File: config.mk
export PLATFORM = sky130hd
export DESIGN_NAME = fp_result_scoreboard_flat
export DESIGN_NICKNAME = d
export VERILOG_FILES = /design/src/rtl/fp_result_scoreboard_if.sv /design/src/rtl/fp_result_scoreboard.sv /design/src/flat_wrapper.sv
export SDC_FILE = /design/constraint.sdc
export NUM_CORES = 1
export LEC_CHECK = 0
export BUFFER_PORTS_ARGS = -buffer_cell sky130_fd_sc_hd__buf_2
export CORE_MARGIN = 8
export CORE_UTILIZATION = 51
export CTS_BUF_LIST = sky130_fd_sc_hd__clkbuf_8
export DETAILED_ROUTE_END_ITERATION = 12
export PLACE_DENSITY = 0.69
export SLEW_MARGIN = 25
export SYNTH_ARGS = -nofsm -noshare
export SYNTH_HDL_FRONTEND = slang
export SYNTH_SLANG_ARGS = --single-unit
File: constraint.sdc
create_clock -name clock -period 9.56 [get_ports clock]
set_input_delay 1.912 -clock clock [delete_from_list [all_inputs] [get_ports clock]]
set_output_delay 1.912 -clock clock [all_outputs]
set_load 0.02 [all_outputs]
File: src/rtl/fp_result_scoreboard_if.sv
// Expected-vector push channel and fp_unit result channel for fp_result_scoreboard.
interface fp_result_scoreboard_if;
  logic        exp_valid;
  logic        exp_ready;
  logic [31:0] exp_result;
  logic [4:0]  exp_flags;
  logic        exp_nan_chk;
  logic        exp_last;
  logic        dut_ready;
  logic [31:0] dut_result;
  logic [4:0]  dut_flags;

  modport master (
    output exp_valid, exp_result, exp_flags, exp_nan_chk, exp_last,
    output dut_ready, dut_result, dut_flags,
    input  exp_ready
  );

  modport slave (
    input  exp_valid, exp_result, exp_flags, exp_nan_chk, exp_last,
    input  dut_ready, dut_result, dut_flags,
    output exp_ready
  );
endinterface

File: src/rtl/fp_result_scoreboard.sv
// Self-check stage behind fp_unit: queues expected result/flag vectors, pops one
// per fp_unit ready pulse, compares with canonical-NaN relaxation, counts
// checks/errors, captures the first mismatch and raises a sticky verdict.
module fp_result_scoreboard #(
  parameter int unsigned DEPTH        = 8,
  parameter int unsigned CNT_W        = 32,
  parameter bit          STOP_ON_FAIL = 1'b1
) (
  input  logic                 clock,
  input  logic                 reset,
  fp_result_scoreboard_if.slave sb,
  output logic                 done,
  output logic                 pass,
  output logic                 fail,
  output logic                 underflow,
  output logic [CNT_W-1:0]     chk_count,
  output logic [CNT_W-1:0]     err_count,
  output logic [31:0]          cap_result_exp,
  output logic [31:0]          cap_result_got,
  output logic [4:0]           cap_flags_exp,
  output logic [4:0]           cap_flags_got
);

  localparam int unsigned AW = $clog2(DEPTH);
  localparam logic [AW:0]       PTR_ONE = (AW+1)'(1);
  localparam logic [CNT_W-1:0]  CNT_ONE = CNT_W'(1);
  localparam logic [31:0]       CANON_NAN = 32'h7FC0_0000;

  typedef enum logic [1:0] {
    S_IDLE = 2'd0,
    S_RUN  = 2'd1,
    S_DONE = 2'd2,
    S_FAIL = 2'd3
  } state_t;

  typedef struct packed {
    logic [31:0] result;
    logic [4:0]  flags;
    logic        nan_chk;
    logic        last;
  } entry_t;

  state_t      state, state_n;
  entry_t      mem [DEPTH];
  entry_t      head;
  logic [AW:0] wr_ptr, rd_ptr;
  logic        empty, full, active;
  logic        push, pop, uflow_evt;
  logic        is_cmp, is_term, mismatch, mm_evt;
  logic [31:0] rdiff;
  logic [4:0]  fdiff;

  assign empty  = (wr_ptr == rd_ptr);
  assign full   = (wr_ptr[AW] != rd_ptr[AW]) && (wr_ptr[AW-1:0] == rd_ptr[AW-1:0]);
  assign active = (state == S_IDLE) || (state == S_RUN);
  assign head   = mem[rd_ptr[AW-1:0]];

  // exp_ready advertises not-full only; a push that coincides with a pop is
  // still taken when full because the pop frees the slot in the same edge.
  assign sb.exp_ready = active && !full;
  assign pop       = sb.dut_ready && active && !empty;
  assign push      = sb.exp_valid && active && (!full || pop);
  assign uflow_evt = sb.dut_ready && active && empty;

  // Result/flag compare of the FIFO head against fp_unit output, NaN-relaxed
  always_comb begin
    rdiff = head.result ^ sb.dut_result;
    if (head.nan_chk && (sb.dut_result == CANON_NAN)) begin
      rdiff = {1'b0, head.result[30:22] ^ sb.dut_result[30:22], 22'b0};
    end
    fdiff    = head.flags ^ sb.dut_flags;
    mismatch = (rdiff != '0) || (fdiff != '0);
    is_cmp   = pop && !head.last;
    is_term  = pop && head.last;
    mm_evt   = is_cmp && mismatch;
  end

  // Next-state decode; failure outranks terminator, first push/ready leaves IDLE
  always_comb begin
    state_n = state;
    if (active) begin
      if ((uflow_evt || mm_evt) && STOP_ON_FAIL) begin
        state_n = S_FAIL;
      end else if (is_term) begin
        state_n = S_DONE;
      end else if ((state == S_IDLE) && (push || uflow_evt)) begin
        state_n = S_RUN;
      end
    end
  end

  // State register
  always_ff @(posedge clock) begin
    if (!reset) begin
      state <= S_IDLE;
    end else begin
      state <= state_n;
    end
  end

  // FIFO storage; contents need no reset since the pointers define validity
  always_ff @(posedge clock) begin
    if (push) begin
      mem[wr_ptr[AW-1:0]] <= '{result:  sb.exp_result,
                               flags:   sb.exp_flags,
                               nan_chk: sb.exp_nan_chk,
                               last:    sb.exp_last};
    end
  end

  // Pointers, counters, capture registers and sticky verdict flags
  always_ff @(posedge clock) begin
    if (!reset) begin
      wr_ptr         <= '0;
      rd_ptr         <= '0;
      done           <= 1'b0;
      pass           <= 1'b0;
      fail           <= 1'b0;
      underflow      <= 1'b0;
      chk_count      <= '0;
      err_count      <= '0;
      cap_result_exp <= '0;
      cap_result_got <= '0;
      cap_flags_exp  <= '0;
      cap_flags_got  <= '0;
    end else begin
      if (push) wr_ptr <= wr_ptr + PTR_ONE;
      if (pop)  rd_ptr <= rd_ptr + PTR_ONE;
      if (uflow_evt) begin
        underflow <= 1'b1;
        fail      <= 1'b1;
        if (STOP_ON_FAIL) done <= 1'b1;
      end
      if (is_cmp) begin
        if (chk_count != '1) chk_count <= chk_count + CNT_ONE;
        if (mismatch) begin
          if (err_count != '1) err_count <= err_count + CNT_ONE;
          fail <= 1'b1;
          if (STOP_ON_FAIL) done <= 1'b1;
          if (err_count == '0) begin
            cap_result_exp <= head.result;
            cap_result_got <= sb.dut_result;
            cap_flags_exp  <= head.flags;
            cap_flags_got  <= sb.dut_flags;
          end
        end
      end
      if (is_term) begin
        done <= 1'b1;
        pass <= (err_count == '0) && !underflow;
      end
    end
  end

endmodule
File: src/flat_wrapper.sv
// flat-port wrapper written by rule: the top's interface ports become plain ports
module fp_result_scoreboard_flat 
#(
  parameter int unsigned DEPTH        = 8,
  parameter int unsigned CNT_W        = 32,
  parameter bit          STOP_ON_FAIL = 1'b1
)
  (clock, reset, done, pass, fail, underflow, chk_count, err_count, cap_result_exp, cap_result_got, cap_flags_exp, cap_flags_got, sb_exp_valid, sb_exp_result, sb_exp_flags, sb_exp_nan_chk, sb_exp_last, sb_dut_ready, sb_dut_result, sb_dut_flags, sb_exp_ready);
  fp_result_scoreboard_if sb_i ();
  input  logic clock;
  input  logic reset;
  output logic done;
  output logic pass;
  output logic fail;
  output logic underflow;
  output logic [CNT_W-1:0] chk_count;
  output logic [CNT_W-1:0] err_count;
  output logic [31:0] cap_result_exp;
  output logic [31:0] cap_result_got;
  output logic [4:0] cap_flags_exp;
  output logic [4:0] cap_flags_got;
  input wire logic [$bits(sb_i.exp_valid)-1:0] sb_exp_valid;
  input wire logic [$bits(sb_i.exp_result)-1:0] sb_exp_result;
  input wire logic [$bits(sb_i.exp_flags)-1:0] sb_exp_flags;
  input wire logic [$bits(sb_i.exp_nan_chk)-1:0] sb_exp_nan_chk;
  input wire logic [$bits(sb_i.exp_last)-1:0] sb_exp_last;
  input wire logic [$bits(sb_i.dut_ready)-1:0] sb_dut_ready;
  input wire logic [$bits(sb_i.dut_result)-1:0] sb_dut_result;
  input wire logic [$bits(sb_i.dut_flags)-1:0] sb_dut_flags;
  output wire logic [$bits(sb_i.exp_ready)-1:0] sb_exp_ready;
  assign sb_i.exp_valid = sb_exp_valid;
  assign sb_i.exp_result = sb_exp_result;
  assign sb_i.exp_flags = sb_exp_flags;
  assign sb_i.exp_nan_chk = sb_exp_nan_chk;
  assign sb_i.exp_last = sb_exp_last;
  assign sb_i.dut_ready = sb_dut_ready;
  assign sb_i.dut_result = sb_dut_result;
  assign sb_i.dut_flags = sb_dut_flags;
  assign sb_exp_ready = sb_i.exp_ready;
  fp_result_scoreboard #(.DEPTH(DEPTH), .CNT_W(CNT_W), .STOP_ON_FAIL(STOP_ON_FAIL)) u_core (.clock(clock), .reset(reset), .sb(sb_i), .done(done), .pass(pass), .fail(fail), .underflow(underflow), .chk_count(chk_count), .err_count(err_count), .cap_result_exp(cap_result_exp), .cap_result_got(cap_result_got), .cap_flags_exp(cap_flags_exp), .cap_flags_got(cap_flags_got));
endmodule
==> results of run 1 <==
## registers in the layout, summed over array words and instances (netlist names), named ones only
signal / flops
u_core.underflow: 1
u_core.cap_flags_exp: 5
u_core.state: 1
u_core.cap_result_got: 32
u_core.fail: 1
u_core.pass: 1
u_core.err_count: 32
u_core.rd_ptr: 4
u_core.mem: 312
u_core.done: 1
u_core.cap_flags_got: 5
u_core.cap_result_exp: 32
u_core.wr_ptr: 4
u_core.chk_count: 32
## path summary, 6_finish.rpt
kind,to,slack [ns],cells past startpoint
hold reg to reg,u_core.done,0.47,2
setup / recovery,u_core.cap_result_exp[15],4.87,11
setup reg to reg,u_core.cap_result_exp[15],4.87,11
hold / removal,u_core.done,0.47,2
## worst max-delay path: stages (launching register included)
cell and delay [ns]:
dfxtp_4 0.63, buf_4 0.75, mux4_2 0.60, mux2i_1 0.26, xor2_1 0.17, o2111ai_1 0.17
or4_1 0.57, nor3_2 0.38, o32ai_4 0.14, buf_4 0.40, mux2_1 0.42, nor2_1 0.09
## cell families (layout without fill, tap and decap cells)
| kind of cell | Yosys count | in the layout | synth area share |
|---|---|---|---|
| buffers and inverters | 102 | 421 | 0.0259 |
| muxes | 218 | 218 | 0.157 |
| other | 0 | 4 | 0 |
| and+or+nand+nor | 364 | 364 | 0.0988 |
| DFF | 466 | 466 | 0.657 |
| xor gates and xnor gates | 70 | 70 | 0.0323 |
| adders and majority gates | 5 | 5 | 0.00330 |
| AOI/OAI and AO/OA | 75 | 75 | 0.0267 |
## cell type report
cell class | instances | area (µm²)
Clock inverter | 54 | 256
Timing Repair Buffer | 239 | 1240
Clock buffer | 82 | 1130
Fill cell | 2887 | 14600
Inverter | 46 | 174
Antenna cell | 4 | 10.0
Tap cell | 468 | 586
Multi-Input combinational cell | 732 | 6110
Sequential cell | 466 | 12500
## cell usage after synthesis (17+ instances only)
cell / count
xnor2_1: 34
clkbuf_1: 24
edfxtp_1: 312
nand2b_1: 21
and2_1: 33
buf_2: 17
nor2_1: 113
a21oi_1: 20
dfxtp_1: 154
nand4_1: 20
inv_1: 46
mux2i_1: 138
nand3_1: 20
nand2_1: 53
xor2_1: 36
nor3_1: 21
and3_1: 17
mux4_2: 61
nor4_1: 17
## metrics by stage
step	cell area [µm²]	setup WS, ns	utilization
after floorplan	19000	3.80	-
after global placement	20600	4.87	0.561
after detailed placement	20600	4.80	0.562
after CTS	21900	4.78	0.600
after global routing	22000	4.51	0.600
final	22000	4.87	0.600
## metal layers
metal	share of wire	vias to the layer above	GRT usage
met5	0.0013	-	0
met4	0.020	10	0.0646
met3	0.076	75	0.0599
met2	0.47	419	0.336
met1	0.43	5813	0.270
li1	-	5383	-
## power by group
part           internal [mW]  total, mW  leakage, nW  switching, mW
logic                  0.381      0.952         3.04          0.571
registers               2.30       2.37         4.07         0.0699
clock network          0.818       1.58        0.862          0.759
==> flow_metrics.py, run 1 <==
metrics = {
    "status": {
        "status": "finished clean",
    },
    "clock_network": {
        "ctsHoldBuffers": 0,
        "h-tree-depth": 3,
        "cts_tree": "yes",
        "cts_root_buf": "clkbuf_8",
        "cts_resized": 0,
        "clock_latency_ns": 0.62,
        "postCtsSetupRepairBufs": 0,
        "cts_made_buffers": 75,
        "cts_buffer_depth": 3,
        "cts_sinks": 466,
        "path_clk_slew_ns": 0.06,
    },
    "synth": {
        "synth-seq-cells": 466,
        "netlist_instances": 1300,
        "postSynthAreaPerCell_um2": 14.6,
        "ys_types": 53,
        "synth_area_leader_cell": "edfxtp_1",
        "yosys_warnings": 0,
        "yosys-top-cells-area": "edfxtp_1 (49%), dfxtp_1 (16%), mux2i_1 (7.3%)",
        "synthFlopType": "edfxtp_1",
        "netlist_area_um2": 19000,
        "synth_top_area_share": 0.494,
        "synth_edf_count": 312,
        "synth.yosys.seq_area_share": 0.657,
        "async_flop_share": 0,
        "synth_fp_nets": 1385,
    },
    "timing": {
        "tightest_slew_ns": 0.979,
        "final-max-slew-violation-count": 0,
        "relSlewSlack": 0.348,
        "max_clock_freq_mhz": 213,
        "final_hold_viol_count": 0,
        "final-setup-viol-count": 0,
        "setup_tns_ns": 0,
        "min_period_ns": 4.69,
        "skew_ns": 0.0252,
        "grt_setup_unrepaired": "false",
        "hold_ws_ns": 0.470,
        "period_share": 0.491,
    },
    "die": {
        "die_area_um2": 43600,
        "ios": 223,
        "core_area_um2": 36600,
        "num_rows": 70,
        "dieHeight_um": 209,
        "die_x_um": 209,
        "start_util": 0.518,
    },
    "finish": {
        "final_cell_mix": "edfxtp_1 (312), buf_2 (222), dfxtp_1 (151)",
        "syn2layout_area_growth_pct": 15.8,
        "drive_gt1_frac": 0.266,
        "mostFrequentLayoutCell": "edfxtp_1",
        "final_nets": 1645,
        "stdcell_count": 2091,
    },
    "detailed_routing": {
        "first_iter_violations": 855,
        "detail_route.wl_per_cell_um": 22.0,
        "via_per_inst": 5.60,
        "ant_nets": 0,
        "drc": 0,
        "vias": 11700,
        "wirelength_mm": 46.1,
        "drtPass1Iterations": 5,
    },
    "global_route": {
        "grt_pass1_vias": 11900,
        "antenna_found_initial": 10,
        "grt_start_max_net_pins": 100,
        "track_usage": 0.208,
        "grt.overflow.total": 0,
        "grt_pass1_wl_mm": 70.2,
    },
    "hold_path": {
        "hp-start": "u_core.done",
        "min-delay-path-class": "flip-flop to flip-flop",
    },
    "worst_setup_path": {
        "path_max_fanout": 47,
        "end_kind": "flip-flop",
        "path_class": "flip-flop to flip-flop",
        "critPathLaunchType": "flip-flop",
        "critPathArrivalTime_ns": 5.23,
        "worstPathRequired_ns": 10.10,
    },
    "pwr": {
        "total_leakage_power_nw": 7.97,
        "p_total_mw": 4.90,
        "ir_drop_mv": 0.137,
        "powerDensity_nw_per_um2": 223,
    },
    "place": {
        "dp_hpwl_mm": 28.9,
        "gp_congestion": 0.784,
        "port_buffers": 222,
        "place_inst": 1951,
    },
    "job": {
        "maxCapViolCount": 0,
    },
}
No activity file was read; power rests on OpenSTA's default activity.
==> run 2: changes to the inputs <==
ABC_AREA = 1   (was not set)
clock period = 4.7 ns   (was 9.56 ns; I/O delays follow)
==> run 2 against run 1 <==
Clock skew fell by 0.0029 ns; first-iteration DRC count up 100%; maximum frequency up 19%; final area up 9.1%; largest power group unchanged.
==> flow_metrics.py, run 2 <==
metrics = {
    "status": {
        "status": "finished clean",
    },
    "timing": {
        "skew_ns": 0.0222,
        "relSlewSlack": 0.277,
        "max_clock_freq_mhz": 253,
        "final_hold_viol_count": 0,
        "min_period_ns": 3.96,
        "final-max-slew-violation-count": 0,
        "tightest_slew_ns": 1.08,
        "final-setup-viol-count": 0,
        "period_share": 0.842,
        "grt_setup_unrepaired": "false",
        "hold_ws_ns": 0.456,
        "setup_tns_ns": 0,
    },
    "synth": {
        "synth.yosys.seq_area_share": 0.593,
        "synth_fp_nets": 2479,
        "synth_area_leader_cell": "edfxtp_1",
        "synth_top_area_share": 0.446,
        "postSynthAreaPerCell_um2": 8.77,
        "netlist_area_um2": 21000,
        "yosys-top-cells-count": "nand2_1 (626), nor2_1 (323), edfxtp_1 (312)",
        "yosys_warnings": 0,
        "synth-seq-cells": 466,
        "post-synth-top-count-cell": "nand2_1",
        "synthFlopType": "edfxtp_1",
        "netlist_instances": 2394,
        "ys_types": 35,
        "synth_edf_count": 312,
        "yosys-top-cells-area": "edfxtp_1 (45%), dfxtp_1 (15%), nand2_1 (11%)",
        "async_flop_share": 0,
    },
    "die": {
        "die_x_um": 219,
        "core_area_um2": 40700,
        "die_area_um2": 47900,
        "ios": 223,
        "num_rows": 74,
        "start_util": 0.516,
        "dieHeight_um": 219,
    },
    "finish": {
        "final_util": 0.588,
        "final_nets": 2694,
        "syn2layout_area_growth_pct": 14.1,
        "final_cell_mix": "nand2_1 (626), inv_1 (318), nor2_1 (315)",
        "mostFrequentLayoutCell": "nand2_1",
        "largest_reg_flops": 312,
        "drive_gt1_frac": 0.139,
        "fillers": 3524,
    },
    "pwr": {
        "ir_drop_mv": 0.401,
        "total_leakage_power_nw": 10.4,
        "powerDensity_nw_per_um2": 507,
    },
    "detailed_routing": {
        "via_per_inst": 5.24,
        "wirelength_mm": 58.9,
        "first_iter_violations": 1732,
        "detail_route.wl_per_cell_um": 18.4,
        "ant_nets": 0,
        "drtPass1Iterations": 6,
        "vias": 16800,
        "drc": 0,
    },
    "worst_setup_path": {
        "r2r_cells": 17,
        "path_class": "flip-flop to flip-flop",
        "worstPathRequired_ns": 5.17,
        "reg2reg_slack_ns": 0.74,
        "end_kind": "flip-flop",
        "path_max_fanout": 86,
        "critPathArrivalTime_ns": 4.43,
        "regToRegEndpoint": "u_core.err_count[12]",
        "cp-endpoint": "u_core.err_count[12]",
        "critPathLaunchType": "flip-flop",
    },
    "global_route": {
        "grt_pass1_vias": 16100,
        "grt_start_max_net_pins": 170,
        "grt_pass1_wl_mm": 90.3,
        "track_usage": 0.242,
        "antenna_found_initial": 12,
        "grt.overflow.total": 0,
    },
    "clock_network": {
        "cts_sinks": 466,
        "cts_resized": 0,
        "cts_tree": "yes",
        "path_clk_slew_ns": 0.06,
        "cts_buffer_depth": 3,
        "clock_latency_ns": 0.63,
        "cts_made_buffers": 75,
        "postCtsSetupRepairBufs": 0,
        "ctsHoldBuffers": 0,
        "cts_root_buf": "clkbuf_8",
        "h-tree-depth": 3,
    },
    "place": {
        "gp_congestion": 0.918,
        "dp_hpwl_mm": 38.3,
        "port_buffers": 222,
    },
    "job": {
        "maxCapViolCount": 0,
    },
    "hold_path": {
        "min-delay-path-class": "flip-flop to flip-flop",
    },
}
[run 2: cell count changes in the layout (fill, tap and decap cells not counted), sizes merged, moves of 21 or more]
cell    previous run  this run
nand2             53       628
inv               89       323
nor2             114       325
nand3             20       175
mux2i            138         0
o21ai             10       117
mux4              61         0
a21oi             20        79
and2              34         1
nand4             20        53
xnor2             34         9
nand2b            21         0
[run 2: per-stage QoR]
stage	worst slack [ns]	power, mW	cells	instance area [µm²]
detailed placement	0.447	8.88	3064	22500
finish	0.741	12.2	3204	24000
floorplan	1.27	7.70	2394	21000
CTS	0.488	12.2	3199	24000
global placement	0.538	8.82	3064	22500
global route	0.372	12.9	3202	24000
[run 2: power breakdown]
part / internal (mW) / switching [mW] / leakage [nW]
Clock: 1.76 / 1.58 / 0.843
Sequential: 4.81 / 0.197 / 4.08
Combinational: 1.09 / 2.74 / 5.53
Total: 7.65 / 4.51 / 10.4
[run 2: per-layer routing]
metal,track usage,up-vias,wire length (µm)
met1,0.320,7707,24600
met3,0.0598,126,5860
met5,0,-,80
li1,-,8238,-
met4,0.0992,14,1850
met2,0.380,690,26500
[run 2: cell type report]
type / instances / area [µm²] / share of cell area
Clock buffer: 88 / 1210 / 0.0505
Inverter: 293 / 1110 / 0.0462
Multi-Input combinational cell: 1525 / 6910 / 0.288
Sequential cell: 466 / 12500 / 0.520
Timing Repair Buffer: 248 / 1380 / 0.0576
Antenna cell: 5 / 12.5 / 0.000522
Clock inverter: 47 / 229 / 0.00955
Tap cell: 532 / 666 / 0.0278
[run 2: how the worst min path moves through the flow]
| stage | start | to | slack [ns] | depth (start not counted) |
|---|---|---|---|---|
| after global routing | u_core.done | u_core.done | 0.48 | 2 |
| after global placement | u_core.done | u_core.done | 0.45 | 2 |
| after detailed placement | u_core.done | u_core.done | 0.45 | 2 |
| after floorplan | u_core.wr_ptr[3] | u_core.wr_ptr[3] | 0.44 | 1 |
| after CTS | u_core.done | u_core.done | 0.46 | 2 |
| final | u_core.done | u_core.done | 0.46 | 2 |
[run 2: cell families (layout without fill, tap and decap cells)]
group,count (synthesis),after routing,share of synthesized area
other,0,5,0
AND/OR/NAND/NOR,1271,1271,0.255
flip-flops,466,466,0.593
XOR/XNOR,40,40,0.0167
buffers and inverters,403,676,0.0814
AO/OA/AOI/OAI,209,209,0.0512
adder cells (fa/ha/maj),5,5,0.00298
[run 2: critical path, cell delays in order (launching register included)]
cell	delay, ns
dfxtp_2	0.33
buf_4	0.82
nand3_1	0.19
nand2_1	0.11
nand2_1	0.05
nand2_1	0.08
inv_1	0.04
nand2_2	0.30
nand3_1	0.13
nand2_1	0.09
nor2_1	0.04
nand2_1	0.05
nor2_1	0.06
nand3_2	0.10
buf_4	0.37
nand3_2	0.66
nand2_1	0.24
a21oi_1	0.08
